===== src/rtl/grid_stream_loader.sv =====
// grid_stream_loader: parses an '@'/'.' byte stream into a DEPTH x WIDTH bit grid
// and holds the completed grid for the consumer until it is acknowledged.
module grid_stream_loader #(
    parameter int WIDTH = 16,
    parameter int DEPTH = 16
) (
    input  logic             clk,
    input  logic             reset,
    input  logic             in_valid,
    input  logic [7:0]       in_data,
    output logic             in_ready,
    input  logic             grid_ack,
    output logic [WIDTH-1:0] mat_out [DEPTH],
    output logic             grid_valid,
    output logic             error,
    output logic [1:0]       err_code
);
    localparam int COL_W = $clog2(WIDTH + 1);
    localparam int ROW_W = $clog2(DEPTH + 1);

    localparam logic [1:0] ST_LOAD  = 2'd0;
    localparam logic [1:0] ST_HOLD  = 2'd1;
    localparam logic [1:0] ST_ERROR = 2'd2;

    localparam logic [COL_W-1:0] COL_FULL = COL_W'(WIDTH);
    localparam logic [ROW_W-1:0] ROW_LAST = ROW_W'(DEPTH - 1);

    localparam logic [7:0] CH_PAPER = 8'h40;
    localparam logic [7:0] CH_EMPTY = 8'h2E;
    localparam logic [7:0] CH_CR    = 8'h0D;
    localparam logic [7:0] CH_LF    = 8'h0A;

    localparam logic [1:0] ERR_CHAR  = 2'd1;
    localparam logic [1:0] ERR_LONG  = 2'd2;
    localparam logic [1:0] ERR_SHORT = 2'd3;

    logic [1:0]       state;
    logic [COL_W-1:0] col;
    logic [ROW_W-1:0] row;
    logic [WIDTH-1:0] row_buf;

    logic accept;
    logic is_cell;
    logic is_paper;
    logic is_cr;
    logic is_lf;
    logic row_full;
    logic last_row;
    logic cell_write;
    logic commit;

    // Handshake and status are pure decodes of the state register.
    assign in_ready   = (state == ST_LOAD) && !reset;
    assign grid_valid = (state == ST_HOLD);
    assign error      = (state == ST_ERROR);

    assign accept     = (state == ST_LOAD) && in_valid;
    assign is_paper   = (in_data == CH_PAPER);
    assign is_cell    = is_paper || (in_data == CH_EMPTY);
    assign is_cr      = (in_data == CH_CR);
    assign is_lf      = (in_data == CH_LF);
    assign row_full   = (col == COL_FULL);
    assign last_row   = (row == ROW_LAST);
    assign cell_write = accept && is_cell && !row_full;
    assign commit     = accept && is_lf && row_full;

    always_ff @(posedge clk or posedge reset) begin
        if (reset) begin
            state    <= ST_LOAD;
            col      <= '0;
            row      <= '0;
            err_code <= '0;
        end else begin
            case (state)
                ST_LOAD: begin
                    if (in_valid) begin
                        if (is_cell) begin
                            if (row_full) begin
                                state    <= ST_ERROR;
                                err_code <= ERR_LONG;
                            end else begin
                                col <= col + COL_W'(1);
                            end
                        end else if (is_lf) begin
                            if (!row_full) begin
                                state    <= ST_ERROR;
                                err_code <= ERR_SHORT;
                            end else begin
                                col <= '0;
                                if (last_row) begin
                                    state <= ST_HOLD;
                                    row   <= '0;
                                end else begin
                                    row <= row + ROW_W'(1);
                                end
                            end
                        end else if (!is_cr) begin
                            state    <= ST_ERROR;
                            err_code <= ERR_CHAR;
                        end
                    end
                end
                ST_HOLD: begin
                    if (grid_ack) begin
                        state <= ST_LOAD;
                    end
                end
                default: begin
                    // ERROR is left only through reset
                end
            endcase
        end
    end

    // Every column is rewritten before a commit is allowed, so no reset is needed.
    always_ff @(posedge clk) begin
        if (cell_write) begin
            for (int c = 0; c < WIDTH; c++) begin
                if (col == COL_W'(c)) begin
                    row_buf[c] <= is_paper;
                end
            end
        end
    end

    always_ff @(posedge clk or posedge reset) begin
        if (reset) begin
            for (int r = 0; r < DEPTH; r++) begin
                mat_out[r] <= '0;
            end
        end else if (commit) begin
            for (int r = 0; r < DEPTH; r++) begin
                if (row == ROW_W'(r)) begin
                    mat_out[r] <= row_buf;
                end
            end
        end
    end
endmodule


===== config.mk =====
export PLATFORM = sky130hd
export DESIGN_NAME = grid_stream_loader
export DESIGN_NICKNAME = d
export VERILOG_FILES = /design/src/rtl/grid_stream_loader.sv
export SDC_FILE = /design/constraint.sdc
export NUM_CORES = 1
export LEC_CHECK = 0
export CAP_MARGIN = 5
export CORE_UTILIZATION = 50
export CTS_CLUSTER_SIZE = 30
export DETAILED_ROUTE_END_ITERATION = 12
export MAX_ROUTING_LAYER = met4
export PLACE_DENSITY = 0.88
export REMOVE_ABC_BUFFERS = 1
export SYNTH_ARGS = -nofsm -noshare
export SYNTH_HDL_FRONTEND = slang
export SYNTH_SLANG_ARGS = --single-unit

===== constraint.sdc =====
create_clock -name clk -period 22.4 [get_ports clk]
set_clock_uncertainty 0.05 [all_clocks]
set_input_delay 3.36 -clock clk [delete_from_list [all_inputs] [get_ports clk]]
set_output_delay 3.36 -clock clk [all_outputs]
set_load 0.05 [all_outputs]

==> impl_metrics.json <==
{
  "vdd_drop_max_v": 0.0000424,
  "cts_root_buf": "clkbuf_16",
  "synth_top_family_by_area": "multiplexers",
  "routabilityCongestion": 0.839,
  "power.leakage_nw": 7.23,
  "fin_crit_ns": 8.31,
  "worstReg2RegEnd": "col[3]$_DFFE_PP0P_",
  "hp-start": "mat_out[81]$_DFFE_PP0P_",
  "fin_crit_sh_pct": 37.1,
  "max_cap_viol_count": 0,
  "hold_viol_final": 0,
  "drive_above_1_share_pct": 32.2,
  "io_pins": 273,
  "cts-hold-fix-buffers": 0,
  "synth_compound_area_share_pct": 1.50,
  "clockPowerShare_pct": 47.9,
  "diodes": 0,
  "synthXorXnorAreaFrac_pct": 0.0780,
  "yosysTopAreaCellShare_pct": 60.2,
  "clkTransAtPathRegs_ns": 0.06,
  "startpoint_type": "primary input",
  "h-tree-depth": 1,
  "vias_per_cell": 5.44,
  "cts_tree": "built",
  "p_int_uw": 833,
  "synth.area.top_cells": "dfrtp_1 (60%), mux2_2 (25%), edfxtp_1 (4.3%), ha_1 (1.1%), clkbuf_1 (0.80%)",
  "min_to": "mat_out[81]$_DFFE_PP0P_",
  "die_w_um": 152,
  "power_switching_uw": 215,
  "drt-initial-drc-count": 367,
  "clockBufferDepth": 3,
  "cts_buffers": 29,
  "grt_max_degree": 121,
  "port_buffers": 272,
  "area_delta_synth_final_pct": 34.9,
  "ant_nets": 0,
  "antenna_found_initial": 1,
  "r2r_start": "col[0]$_DFFE_PP0P_",
  "ys_warn_count": 0,
  "synth_cell_types": 46,
  "synth_edf_count": 16,
  "reg2reg_slack_ns": 19.58,
  "p_comb_share_pct": 2.2,
  "p_seq_share_pct": 49.9,
  "whs_path_depth": 1,
  "worstRegToRegCells": 8,
  "crit_type": "in -> out",
  "cts_resized": 0,
  "dieArea_mm2": 0.0231,
  "drt_wl_total_um": 28600,
  "stdcell_count": 1291,
  "setup-tns-final_ns": 0,
  "clkLatencyLatePin_ns": 0.54,
  "cts_setup_buffers": 0,
  "synth-seq-area-share_pct": 64.4,
  "slew_viol_final": 0,
  "post-synth-top-area-cell": "dfrtp_1",
  "cellPowerDensity_mw_per_mm2": 69.1,
  "ys_async_sr_fraction_pct": 94.4,
  "dp_hpwl_um": 18400,
  "via_count": 7026,
  "synth.most_common_cell": "dfrtp_1",
  "grt_pass1_vias": 7421,
  "wl_per_cell_um": 22.1,
  "yosys.area_share.simple_pct": 5.18,
  "syn-cell-area_mm2": 0.0112,
  "core-area_mm2": 0.0219,
  "std_cell_rows": 54,
  "synthAdderAreaFrac_pct": 1.11,
  "grt_first_pass_wirelength_um": 44600,
  "fmax_mhz": 120,
  "end_kind": "output port",
  "gr-total-overflow": 0,
  "place_inst": 1238,
  "post-route-drc-count": 0,
  "rsz0062_at_grt": "false",
  "die-height_um": 152,
  "synthFlopType": "dfrtp_1",
  "crit_path_max_fanout": 2,
  "drtPass1Iterations": 7,
  "fin_nets": 1011,
  "avgSynthCellArea_um2": 15.5,
  "synth_common_cells": "dfrtp_1 (270), mux2_2 (253), clkbuf_1 (24)",
  "finalSetupViolCount": 0,
  "ys_seq_elements": 286,
  "postSynthCellCount": 725,
  "status": "complete, no violations",
  "max-slew-margin-rel_pct": 29.4,
  "track_usage_pct": 25.8,
  "tightest_slew_ns": 1.05,
  "synth.area.mux_share_pct": 25.8,
  "hold_class": "reg -> reg",
  "cts_num_sinks": 286,
  "worstPathRequired_ns": 18.99,
  "swShare_pct": 20.5,
  "start_util_pct": 51.3,
  "crit_arrival_ns": 4.90
}
==> how the worst max path moves through the flow <==
stage / cells after the start / endpoint / startpoint / slack, ns
floorplan: 1 / col[0]$_DFFE_PP0P_ / reset / 11.55
global placement: 3 / in_ready / reset / 14.11
global route: 3 / in_ready / reset / 14.04
detailed placement: 3 / in_ready / reset / 14.10
finish: 3 / in_ready / reset / 14.09
CTS: 3 / in_ready / reset / 14.08
==> layout make-up <==
cell class | count | area, um2
clock buffer | 44 | 883
clock inverter | 9 | 124
fill | 1507 | 6740
inverter | 10 | 45.0
multi-input combinational | 388 | 3780
sequential | 286 | 7240
tap | 280 | 350
timing repair buffer | 274 | 2740
==> per-stage QoR <==
| stage | util [%] | worst slack [ns] | cell area [um2] | hold slack, ns | power (mW) |
|---|---|---|---|---|---|
| after floorplan | - | 11.55 | 11100 | 0.413 | 0.547 |
| after global placement | 64.6 | 14.11 | 14100 | 0.424 | 0.555 |
| after detailed placement | 64.6 | 14.10 | 14100 | 0.432 | 0.556 |
| after CTS | 69.2 | 14.08 | 15200 | 0.446 | 1.06 |
| after global routing | 69.2 | 14.04 | 15200 | 0.460 | 1.08 |
| final | 69.2 | 14.09 | 15200 | 0.443 | 1.05 |
==> power by group through the flow <==
stage	sequential (mW)	clock [mW]	combinational, mW
global placement	0.532	0	0.0233
detailed placement	0.532	0	0.0237
global route	0.522	0.529	0.0260
CTS	0.522	0.510	0.0238
floorplan	0.535	0	0.0118
finish	0.523	0.502	0.0232
==> kinds of logic after synthesis <==
family | Yosys count
mux | 257
compound gates | 24
xor+xnor | 1
simple gates | 96
flops | 286
fa+ha+maj | 10
buf+inv | 51
==> per-layer routing <==
metal	wire length [um]	global-route usage (%)	share of wire [%]	vias up
met1	12300	33.4	43	3649
met3	1270	3.94	4.5	42
met5	0	-	0	-
li1	-	-	-	3094
met4	627	7.10	2.2	0
met2	14300	42.5	50	241
==> critical path: stages <==
cell,delay (ns)
clkdlybuf4s50_1,0.51
nor3_1,0.19
clkdlybuf4s50_1,0.83
==> cells in the final DEF (no fill, tap or decap), types with 2 or more instances in the layout <==
master,Yosys,routed
a211o_1,2,2
a21o_1,2,2
a21oi_1,2,2
buf_4,1,2
bufinv_16,0,3
clkbuf_1,24,6
clkbuf_16,0,30
clkbuf_8,0,8
clkdlybuf4s50_1,0,272
clkinv_2,0,5
dfrtp_1,270,270
edfxtp_1,16,16
ha_1,10,10
inv_1,9,8
mux2_1,4,4
mux2_2,253,253
nand2_1,21,21
nand2_2,9,9
nand2b_1,2,2
nand3_1,6,6
nor2_1,21,21
nor2b_1,8,8
nor3_1,6,6
nor4_1,4,4
nor4_4,3,3
o21ai_0,7,7
o21bai_1,2,2
or2_2,2,2
or3_1,2,2
or3b_2,3,3
==> state kept, by name, summed over array words and instances, names as in the netlist <==
name,count
mat_out,256
row_buf,16
col,5
row,5
err_code,2
state,2
Power figures use the tool's default switching activity.
